$ cat src/rtl/baseline_detector_pkg.sv
// baseline_detector_pkg
//   Shared definitions for the baseline detector:
//     state_t    - persistence FSM state encoding (3 bits)
//     CNT_W      - width of the persistence counter
//     cmp_width  - common signed width holding both compare operands
//                  without truncation
package baseline_detector_pkg;

    typedef enum logic [2:0] {
        IDLE    = 3'd0,
        NORMAL  = 3'd1,
        PENDING = 3'd2,
        SEIZURE = 3'd3,
        RECOVER = 3'd4
    } state_t;

    localparam int CNT_W = 4;

    // lhs is feat_width+thr_frac bits; rhs is base_width+8 bits
    // (unsigned product). One extra bit keeps the unsigned rhs
    // positive once both are treated as signed.
    function automatic int cmp_width(input int feat_width,
                                     input int base_width,
                                     input int thr_frac);
        int lw;
        int rw;
        lw = feat_width + thr_frac;
        rw = base_width + 8;
        return ((lw > rw) ? lw : rw) + 1;
    endfunction

endpackage

$ cat src/rtl/baseline_detector_scaled_compare.sv
// scaled_compare
//   Two-stage pipeline comparing a feature sample against the scaled
//   baseline: stage 1 registers lhs = din <<< thr_frac and
//   rhs = base * thr_num; stage 2 registers the strict compare.
// Ports:
//   clk, rst   clock, asynchronous active-high reset
//   hold       freezes every register, including the valids
//   in_valid   accept din/base into stage 1 this cycle
//   din        signed feature sample
//   base       non-negative baseline (already clamped)
//   eval       stage-1 sample is being evaluated on the coming edge
//   hit        combinational compare result of the stage-1 sample
//   exceed     registered compare result, held between samples
//   out_valid  stage-2 valid (the caller gates it with hold)
module scaled_compare
    import baseline_detector_pkg::*;
#(
    parameter int feat_width = 25,
    parameter int base_width = 34,
    parameter int thr_num    = 12,
    parameter int thr_frac   = 2
) (
    input  logic                         clk,
    input  logic                         rst,
    input  logic                         hold,
    input  logic                         in_valid,
    input  logic signed [feat_width-1:0] din,
    input  logic        [base_width-1:0] base,
    output logic                         eval,
    output logic                         hit,
    output logic                         exceed,
    output logic                         out_valid
);

    localparam int LW = feat_width + thr_frac;
    localparam int RW = base_width + 8;
    localparam int CW = cmp_width(feat_width, base_width, thr_frac);
    localparam logic [7:0] THR = 8'(thr_num);

    logic signed [LW-1:0] lhs_w;
    logic        [RW-1:0] rhs_w;
    logic signed [CW-1:0] lhs_q;
    logic signed [CW-1:0] rhs_q;
    logic                 v1_q;

    // Sign-extend before shifting so no feature bit is lost.
    assign lhs_w = LW'(din) <<< thr_frac;
    assign rhs_w = RW'(base) * RW'(THR);

    always_ff @(posedge clk or posedge rst) begin
        if (rst) begin
            lhs_q     <= '0;
            rhs_q     <= '0;
            v1_q      <= 1'b0;
            exceed    <= 1'b0;
            out_valid <= 1'b0;
        end else if (!hold) begin
            v1_q      <= in_valid;
            out_valid <= v1_q;
            if (in_valid) begin
                lhs_q <= CW'(lhs_w);
                // rhs is a non-negative product: zero-extend.
                rhs_q <= $signed(CW'(rhs_w));
            end
            if (v1_q) begin
                exceed <= hit;
            end
        end
    end

    // rhs >= 0, so a negative feature can never hit.
    assign hit  = lhs_q > rhs_q;
    assign eval = v1_q && !hold;

endmodule

$ cat src/rtl/baseline_detector.sv
// baseline_detector
//   Latches the baseline, compares each feature sample against
//   baseline * thr_num / 2^thr_frac, and runs a persistence FSM with
//   hysteresis producing a seizure level and a one-cycle onset pulse.
// Ports:
//   clk, rst     clock, asynchronous active-high reset
//   en           active-low enable: high freezes all state and
//                ignores strobes
//   din          signed feature sample, qualified by data_ready
//   base_din     signed baseline, qualified by base_valid
//   exceed       compare result of the most recent evaluated sample
//   seizure      level, high in SEIZURE and RECOVER
//   onset        one-cycle pulse when seizure rises
//   data_valid   one-cycle pulse per evaluated sample
//   state_dbg    current FSM state
//
// Strobe semantics: data_ready and base_valid are single-cycle valid
// strobes with no backpressure; a word is taken on the rising edge
// where its strobe is high and en is low, otherwise it is lost.
module baseline_detector
    import baseline_detector_pkg::*;
#(
    parameter int feat_width = 25,
    parameter int base_width = 34,
    parameter int thr_num    = 12,
    parameter int thr_frac   = 2,
    parameter int on_len     = 3,
    parameter int off_len    = 4
) (
    input  logic                         clk,
    input  logic                         rst,
    input  logic                         en,
    input  logic signed [feat_width-1:0] din,
    input  logic                         data_ready,
    input  logic signed [base_width-1:0] base_din,
    input  logic                         base_valid,
    output logic                         exceed,
    output logic                         seizure,
    output logic                         onset,
    output logic                         data_valid,
    output logic [2:0]                   state_dbg
);

    localparam logic [CNT_W-1:0] ON_LEN_C  = CNT_W'(on_len);
    localparam logic [CNT_W-1:0] OFF_LEN_C = CNT_W'(off_len);
    localparam logic [CNT_W-1:0] CNT_ONE   = CNT_W'(1);

    logic [base_width-1:0] base_q;
    logic                  have_base;
    logic                  accept;
    logic                  eval;
    logic                  hit;
    logic                  out_valid;
    state_t                state;
    state_t                state_next;
    logic [CNT_W-1:0]      cnt;
    logic [CNT_W-1:0]      cnt_next;
    logic [CNT_W-1:0]      cnt_inc;
    logic                  onset_q;
    logic                  seiz_next;

    // have_base is the registered flag, so a sample arriving with the
    // very first base_valid is dropped, and a sample arriving with any
    // later base_valid uses the previous baseline.
    assign accept = data_ready && !en && have_base;

    always_ff @(posedge clk or posedge rst) begin
        if (rst) begin
            base_q    <= '0;
            have_base <= 1'b0;
        end else if (base_valid && !en) begin
            base_q    <= base_din[base_width-1] ? '0 : base_din;
            have_base <= 1'b1;
        end
    end

    scaled_compare #(
        .feat_width (feat_width),
        .base_width (base_width),
        .thr_num    (thr_num),
        .thr_frac   (thr_frac)
    ) u_cmp (
        .clk       (clk),
        .rst       (rst),
        .hold      (en),
        .in_valid  (accept),
        .din       (din),
        .base      (base_q),
        .eval      (eval),
        .hit       (hit),
        .exceed    (exceed),
        .out_valid (out_valid)
    );

    // FSM advances on the same edge that moves the sample into stage 2,
    // so seizure/onset line up with that sample's data_valid.
    always_comb begin
        state_next = state;
        cnt_next   = cnt;
        cnt_inc    = (cnt == {CNT_W{1'b1}}) ? cnt : cnt + 1'b1;
        case (state)
            IDLE: begin
                cnt_next = '0;
                if (have_base) state_next = NORMAL;
            end
            NORMAL: begin
                if (eval && hit) begin
                    cnt_next   = CNT_ONE;
                    state_next = (ON_LEN_C <= CNT_ONE) ? SEIZURE : PENDING;
                end
            end
            PENDING: begin
                if (eval) begin
                    if (hit) begin
                        cnt_next = cnt_inc;
                        if (cnt_inc >= ON_LEN_C) state_next = SEIZURE;
                    end else begin
                        cnt_next   = '0;
                        state_next = NORMAL;
                    end
                end
            end
            SEIZURE: begin
                if (eval && !hit) begin
                    cnt_next   = CNT_ONE;
                    state_next = (OFF_LEN_C <= CNT_ONE) ? NORMAL : RECOVER;
                end
            end
            RECOVER: begin
                if (eval) begin
                    if (hit) begin
                        cnt_next   = '0;
                        state_next = SEIZURE;
                    end else begin
                        cnt_next = cnt_inc;
                        if (cnt_inc >= OFF_LEN_C) begin
                            cnt_next   = '0;
                            state_next = NORMAL;
                        end
                    end
                end
            end
            default: begin
                cnt_next   = '0;
                state_next = IDLE;
            end
        endcase
    end

    assign seiz_next = (state_next == SEIZURE) || (state_next == RECOVER);

    always_ff @(posedge clk or posedge rst) begin
        if (rst) begin
            state   <= IDLE;
            cnt     <= '0;
            onset_q <= 1'b0;
        end else if (!en) begin
            state   <= state_next;
            cnt     <= cnt_next;
            onset_q <= seiz_next && !seizure;
        end
    end

    assign seizure    = (state == SEIZURE) || (state == RECOVER);
    // Stage-2 valid and onset are held while frozen; masking them keeps
    // each pulse visible for exactly one enabled cycle.
    assign onset      = onset_q && !en;
    assign data_valid = out_valid && !en;
    assign state_dbg  = state;

endmodule

$ cat config.mk
export PLATFORM = sky130hd
export DESIGN_NAME = baseline_detector
export DESIGN_NICKNAME = d
export VERILOG_FILES = /design/src/rtl/baseline_detector_pkg.sv /design/src/rtl/baseline_detector_scaled_compare.sv /design/src/rtl/baseline_detector.sv
export SDC_FILE = /design/constraint.sdc
export NUM_CORES = 1
export LEC_CHECK = 0
export ABC_AREA = 1
export CAP_MARGIN = 15
export CORE_MARGIN = 5
export CORE_UTILIZATION = 53
export CTS_CLUSTER_DIAMETER = 80
export DETAILED_ROUTE_END_ITERATION = 8
export GPL_ROUTABILITY_DRIVEN = 0
export PLACE_DENSITY = 0.77
export SLEW_MARGIN = 5
export SYNTH_ARGS = -nofsm -noshare
export SYNTH_HDL_FRONTEND = slang
export SYNTH_SLANG_ARGS = --single-unit
$ cat constraint.sdc
create_clock -name clk -period 3.35 [get_ports clk]
set_clock_uncertainty 0.1 [all_clocks]
set_input_delay 0.67 -clock clk [delete_from_list [all_inputs] [get_ports clk]]
set_output_delay 0.67 -clock clk [all_outputs]
set_load 0.03 [all_outputs]
==> results.cfg, run 1 <==
[power]
seq_power_share_pct = 37.8
p_int_mw = 2.70
comb_power_share_pct = 38.2
power.switching_mw = 1.71
p_leak_nw = 4.14
switching_share_pct = 38.8
p_total_mw = 4.42
peakVddDrop_uv = 437
clockPowerShare_pct = 24.0
p_per_area_nw_per_um2 = 530

[status]
status = finished clean

[clocking]
numCtsBuffers = 9
cts_tree = done
clk_latency_ps = 360
cts_buffer_depth = 2
cts_hold_buf = 0
cts.sinks = 105
cts_resized = 0
postCtsSetupRepairBufs = 0
clkTransAtPathRegs_ps = 80
htreeDepth = 3
cts-root-buf = clkbuf_16

[floorplanning]
row_count = 42
die_y_um = 126
core_um2 = 13200
io_pins = 71
initial_core_util_pct = 54.0
die_x_um = 126
die_area_um2 = 15900

[grt]
antenna_found_initial = 0
grt-ovfl-total = 0
grt_max_degree = 59
grt_pass1_vias = 5803
grt_pass1_wl_um = 27100
grt_usage_pct = 20.3

[yosys]
yosysMostFrequentCell = nand2_1
synth_compound_area_share_pct = 15.7
syn_avg_cell_area_um2 = 7.52
ys_seq_area_share_pct = 36.9
syn-num-nets = 1084
synth_xor_area_share_pct = 1.23
yosysUniqueCellTypes = 46
synth_simple_gate_area_share_pct = 26.3
synth_mux_area_share_pct = 0
synth_top_area_share_pct = 36.9
yosys.area.top_type = dfrtp_1
synth_fa_ha_area_share_pct = 12.7
synthFlopType = dfrtp_1
synth_warnings = 0
async_flop_share_pct = 100
syn_area_um2 = 7130
synth_top_family_by_area = simple AND/OR/NAND/NOR gates
synthTopCellsByArea = dfrtp_1, nand2_1, ha_1, o21ai_0, inv_1
synth-edff-count = 0
synth_common_cells = nand2_1, inv_1, dfrtp_1, o21ai_0, ha_1
synth_cells = 948
synth_seq_cells = 105

[place]
port_buffers = 70
place_ws_ps = 616
hpwl_um = 12000

[route]
ant_nets = 0
drc = 0
wl_per_cell_um = 13.0
num_vias = 6141
vias_per_cell = 5.14
dr.pass1.iters = 5
drt_iter0_drc = 374
wirelength_um = 15500

[layout]
multi_input_area_um2 = 3990
drive_gt1_share_pct = 8.44
n_fill_cell = 1189
diodes = 0
fin_util_pct = 63.2
seqCellArea_um2 = 2630
nets = 1150
area_growth_pct = 17.0

[sta]
finalSetupTns_ps = 0
final_max_slew_viol_count = 0
hold_viol = 0
layout_min_cycle_time_ps = 2860
period_share_pct = 85.3
fin_ws_ps = 491
fin_hold_ws_ps = 385
maxClockFrequency_mhz = 350
worst_pin_slew_ps = 951
grt_setup_unrepaired = false
relSlewSlack_pct = 36.5
setup_viol = 0

[hold_path]
hold_depth = 2
holdPathEnd = u_cmp.rhs_q[16]
hold_path.class = flop to flop
min_from = u_cmp.rhs_q[16]

[setup_path]
cp_data_arrival_time_ps = 2090
crit_path_max_fanout = 6
end_kind = output pin
crit_type = flop to output pin
r2r_cells = 15
cp.required_ps = 2580
reg2reg_slack_ps = 780
start_kind = flop
r2r-end = cnt[3]
r2r-start = u_cmp.lhs_q[26]

[run]
max_cap_violations = 0
## placed cells by master (no fill, tap or decap), drive strengths merged
cell and n:
nand2 296, o21bai 4, fa 1, o21ai 101, clkinv 3, nand3 37
a21boi 2, o21a 3, ha 71, nand4 8, o211ai 2, clkinvlp 2
inv 113, nor3 5, dfrtp 105, buf 8, clkdlybuf4s50 70, xnor2 4
a21o 7, or2 17, and2 1, xor2 6, a21oi 66, nor2 62
nor4 3, nand3b 2, clkbuf 9, o22ai 5, a31oi 6
## registers in the layout, summed over array words and instances (netlist names)
name,flops
onset_q,1
u_cmp.out_valid,1
u_cmp.v1_q,1
base_q,33
state_dbg,3
u_cmp.exceed,1
u_cmp.lhs_q,25
have_base,1
u_cmp.rhs_q,35
cnt,4
## worst max path at each step
stage	endpoint	start	slack (ps)	cells past startpoint
6_report	seizure	state_dbg[2]	490	6
5_1_grt	seizure	state_dbg[1]	370	6
4_1_cts	seizure	state_dbg[2]	480	6
3_5_place_dp	onset	en	620	3
3_3_place_gp	onset	en	620	3
2_1_floorplan	onset_q	u_cmp.lhs_q[26]	1110	17
## logic make-up (layout without fill, tap and decap cells)
kind of cell | Yosys count | count (layout)
and+or+nand+nor | 431 | 431
DFF | 105 | 105
xor gates and xnor gates | 10 | 10
adders and majority gates | 72 | 72
AOI/OAI and AO/OA | 196 | 196
buffers and inverters | 134 | 205
## critical path: stages (launching register included)
cell,delay (ps)
dfrtp_1,420
inv_1,190
nand2_1,120
nor2_1,160
inv_1,70
nand2_1,90
clkdlybuf4s50_1,680
## metal layers
metal | global-route usage, % | vias up | part of all wire [%]
met5 | 0 | - | 0
met4 | 6.94 | 0 | 2.5
met3 | 4.19 | 29 | 4.6
met2 | 31.2 | 139 | 43
met1 | 28.8 | 2749 | 50
li1 | - | 3224 | -
## cell type report
cell class | count | share of cell area (%)
clock buffer | 9 | 2.70
clock inverter | 7 | 0.870
inverter | 111 | 5.04
multi-input combinational | 709 | 47.8
sequential | 105 | 31.5
tap | 176 | 2.64
timing repair buffer | 78 | 9.42
## power by group through the flow
| stage | sequential, mW | clock [mW] | combinational (mW) |
|---|---|---|---|
| floorplan | 1.68 | 0 | 1.21 |
| global placement | 1.68 | 0 | 1.63 |
| detailed placement | 1.69 | 0 | 1.69 |
| CTS | 1.67 | 1.08 | 1.70 |
| global route | 1.70 | 1.13 | 1.94 |
| finish | 1.67 | 1.06 | 1.69 |
## through the flow
| step | cell area [um^2] | std cells |
|---|---|---|
| final | 8340 | 1195 |
| after global routing | 8340 | 1195 |
| after CTS | 8340 | 1195 |
| after detailed placement | 8040 | 1179 |
| after global placement | 8040 | 1179 |
| after floorplan | 7130 | 948 |
No activity file was read; power rests on OpenSTA's default activity.
==> inputs of run 2 (changes only) <==
CORE_UTILIZATION = 55   (was 53)
DONT_BUFFER_PORTS = 1   (was default)
PLACE_DENSITY = 0.72   (was 0.77)
==> results.cfg, run 2 (synthesis results as in run 1) <==
[status]
status = finished clean

[floorplanning]
die_area_um2 = 15300
die_x_um = 124
initial_core_util_pct = 56.2
row_count = 41
die_y_um = 124
core_um2 = 12700
io_pins = 71

[clocking]
cts_tree = done
clk_latency_ps = 360
numCtsBuffers = 9
cts_resized = 0
cts_buffer_depth = 2
postCtsSetupRepairBufs = 0
cts-root-buf = clkbuf_16
htreeDepth = 3
clkTransAtPathRegs_ps = 80
cts.sinks = 105
cts_hold_buf = 0

[sta]
layout_min_cycle_time_ps = 2540
final_max_slew_viol_count = 0
period_share_pct = 75.9
finalSetupTns_ps = 0
grt_setup_unrepaired = false
setup_viol = 0
maxClockFrequency_mhz = 393
worst_pin_slew_ps = 963
fin_ws_ps = 806
hold_viol = 0
relSlewSlack_pct = 35.7
fin_hold_ws_ps = 247

[setup_path]
cp_data_arrival_time_ps = 1770
slowest_delay_ps = 540
crit_path_max_fanout = 6
cp.required_ps = 2580
slowest_stage = dfrtp_1
crit_type = flop to output pin
path_cells = nor2_1 > inv_1 > nor2_1 > inv_1 > nand2_1
start_kind = flop
end_kind = output pin

[grt]
grt_pass1_vias = 5476
grt_use_met1_pct = 32.4
antenna_found_initial = 0
grt_usage_pct = 21.5
met3_usage_pct = 4.13
grt-busiest-layer = met1
grt-ovfl-total = 0
grt_pass1_wl_um = 26200
grt_use_met2_pct = 31.2
grt_max_degree = 65

[layout]
nets = 1076
area_growth_pct = 6.69
final_cell_mix = nand2_1, dfrtp_1, inv_1
diodes = 0
n_fill_cell = 1187
reg_top3 = u_cmp.rhs_q: 35 flops, base_q: 33 flops, u_cmp.lhs_q: 25 flops
largest_reg_flops = 35
drive_gt1_share_pct = 8.68
top_register = u_cmp.rhs_q
layout_commonest_cell = nand2_1

[power]
peakVddDrop_uv = 335
p_leak_nw = 3.85
p_per_area_nw_per_um2 = 562

[route]
drt_iter0_drc = 418
vias_per_cell = 5.27
dr.pass1.iters = 5
wl_per_cell_um = 13.5
wirelength_um = 15100
drc = 0
ant_nets = 0
num_vias = 5884

[place]
hpwl_um = 11600
port_buffers = 0
place_ws_ps = 874

[run]
max_cap_violations = 0

[hold_path]
hold_path.class = input pin to asynchronous set/reset pin
[run 2: changes by cell type in the layout (fill, tap and decap cells not counted), sizes merged]
cell | previous run | this run
buf | 8 | 4
clkdlybuf4s50 | 70 | 0
clkinv | 3 | 2
inv | 113 | 114
[run 2: final timing paths]
path / endpoint / slack [ps] / cells after the start / from
hold reg to reg: u_cmp.rhs_q[14] / 390 / 2 / u_cmp.rhs_q[14]
setup / recovery: seizure / 810 / 5 / state_dbg[1]
min in group clk: state_dbg[2] / 310 / 1 / en
setup reg to reg: cnt[3] / 850 / 15 / u_cmp.lhs_q[26]
max in group asynchronous: base_q[31] / 2100 / 2 / rst
hold / removal: u_cmp.lhs_q[8] / 250 / 1 / rst
[run 2: power by group]
part / total [mW] / internal [mW] / switching (mW)
combinational: 1.51 / 0.558 / 0.947
sequential: 1.71 / 1.50 / 0.204
clock: 1.06 / 0.528 / 0.534
[run 2: layout make-up]
| cell class | count | area (um^2) | share of cell area (%) |
|---|---|---|---|
| repair buffers | 4 | 55.1 | 0.724 |
| clock inverters | 7 | 72.6 | 0.954 |
| inverters | 111 | 420 | 5.53 |
| clock buffers | 9 | 225 | 2.96 |
| multi-input cells | 709 | 3990 | 52.4 |
| flip-flops and latches | 105 | 2630 | 34.6 |
| well taps | 172 | 215 | 2.83 |
[run 2: metrics by stage]
| stage | instances | power [mW] | area, um^2 | utilization (%) |
|---|---|---|---|---|
| finish | 1117 | 4.27 | 7600 | 60.0 |
| CTS | 1117 | 4.31 | 7600 | 60.0 |
| detailed placement | 1101 | 3.23 | 7310 | 57.7 |
| global placement | 1101 | 3.20 | 7310 | 57.7 |
| global route | 1117 | 4.64 | 7600 | 60.0 |
| floorplan | 948 | 2.90 | 7130 | - |
[run 2: critical path, delay by kind of cell (launching register included)]
| kind | cells | cell delay [ps] |
|---|---|---|
| AND/OR/NAND/NOR | 3 | 720 |
| buffers and inverters | 2 | 150 |
| flip-flops | 1 | 540 |
[run 2: routing by layer]
layer	vias up	part of all wire (%)	wire length, um
met1	2627	52	7800
li1	3085	-	-
met2	150	41	6210
met4	0	1.8	276
met3	22	5.5	826
met5	-	0	0
==> variant, RTL diff (flow settings as in run 1) <==
`thr_frac` is set to 2 in 2 places; all go to 1. Comments in the files are not updated.
--- a/src/rtl/baseline_detector_scaled_compare.sv
+++ b/src/rtl/baseline_detector_scaled_compare.sv
@@ -18,7 +18,7 @@
     parameter int feat_width = 25,
     parameter int base_width = 34,
     parameter int thr_num    = 12,
-    parameter int thr_frac   = 2
+    parameter int thr_frac   = 1
 ) (
     input  logic                         clk,
     input  logic                         rst,
--- a/src/rtl/baseline_detector.sv
+++ b/src/rtl/baseline_detector.sv
@@ -23,7 +23,7 @@
     parameter int feat_width = 25,
     parameter int base_width = 34,
     parameter int thr_num    = 12,
-    parameter int thr_frac   = 2,
+    parameter int thr_frac   = 1,
     parameter int on_len     = 3,
     parameter int off_len    = 4
 ) (
Check against the original RTL: not equivalent (a bounded check fails within 4 cycles, from zero or initial values and one cycle with rst high).
==> variant against run 1 <==
  * Total power fell by 1.4%
  * Combinational power fell by 4%
  * Largest power group is now sequential cells
  * Largest cell class unchanged
  * Setup slack got worse by 0.017 ns
  * Cell area rose by 0.44%
  * Wire length rose by 1.6%
  * Sequential share of layout area fell by 0.14 points
  * Sequential cell count did not move
  * Area after synthesis rose by 0.42%
==> variant: results <==
[synthesis]
yosysSeqAreaShare = 0.3671
synth_common_cells = "nand2_1 (312), inv_1 (120), dfrtp_1 (105)"
syn-mean-instance-area_um2 = 7.333
synth_cell_types = 45
synth_area_leaders = "dfrtp_1 (37%), nand2_1 (16%), ha_1 (12%), inv_1 (6.3%), o21ai_0 (5.0%)"
synth_cells = 976

[sta]
relSlewSlack = 0.6057
whs_ns = 0.3836
min_period_over_period = 0.8586

[pwr]
power_leakage_nw = 4.214
p_total_mw = 4.355
ir_drop_v = 0.0003155
clockPowerShare = 0.249
combinationalPower_mw = 1.62

[cells_and_area]
n_all_inverters = 123
multi_input_cells = 723
final-nonclk-buf-share = 0.09382
clkbuf_count = 11
area_delta_synth_final_pct = 17.03
clock_area_frac = 0.03660

[detailed_routing]
wirelength_um = 15740
wire_per_inst_um = 12.89
drtIter0Drc = 372
vias = 6254

[critical_path]
r2r_start = "u_cmp.lhs_q[25]$_DFFE_PP0P_"
r2r_cells = 17
r2r_slack_ns = 0.71
cpPeakStageDelay_ns = 0.66

[global_routing]
first_global_vias = 6042
grt_first_pass_wirelength_um = 27230
track_usage = 0.2048
grt_max_degree = 57

[worst_hold_path]
hp-start = "u_cmp.rhs_q[34]$_DFFE_PP0P_"
min_to = "u_cmp.rhs_q[34]$_DFFE_PP0P_"

[placed_design]
dp_cells = 1205
pre_cts_slack_ns = 0.5984
dpl.hpwl_um = 12060

[status]
outcome = "finished, final reports clean"
variant: cell count changes in the layout (fill, tap and decap cells not counted), sizes merged, moves of 4 or more:
cell / change
o21ai: -7
a21oi: -11
nor2: +8
nand3: +7
or2: -6
inv: +10
a21o: -4
o31ai: +4
nand2: +20
variant: metal layers:
layer | vias up | part of all wire | GRT usage
li1 | 3302 | - | -
met2 | 133 | 0.47 | 0.3437
met4 | 0 | 0.018 | 0.05615
met1 | 2799 | 0.47 | 0.2661
met3 | 20 | 0.046 | 0.04826
met5 | - | 0 | 0
variant: logic make-up (layout without fill, tap and decap cells):
logic type               count (synthesis)  count (layout)  synth area share
AO/OA/AOI/OAI                          184             184            0.1460
XOR/XNOR                                 9               9           0.01101
adder cells (fa/ha/maj)                 71              71            0.1252
buffers and inverters                  148             217           0.07815
flip-flops                             105             105            0.3671
AND/OR/NAND/NOR                        459             459            0.2725
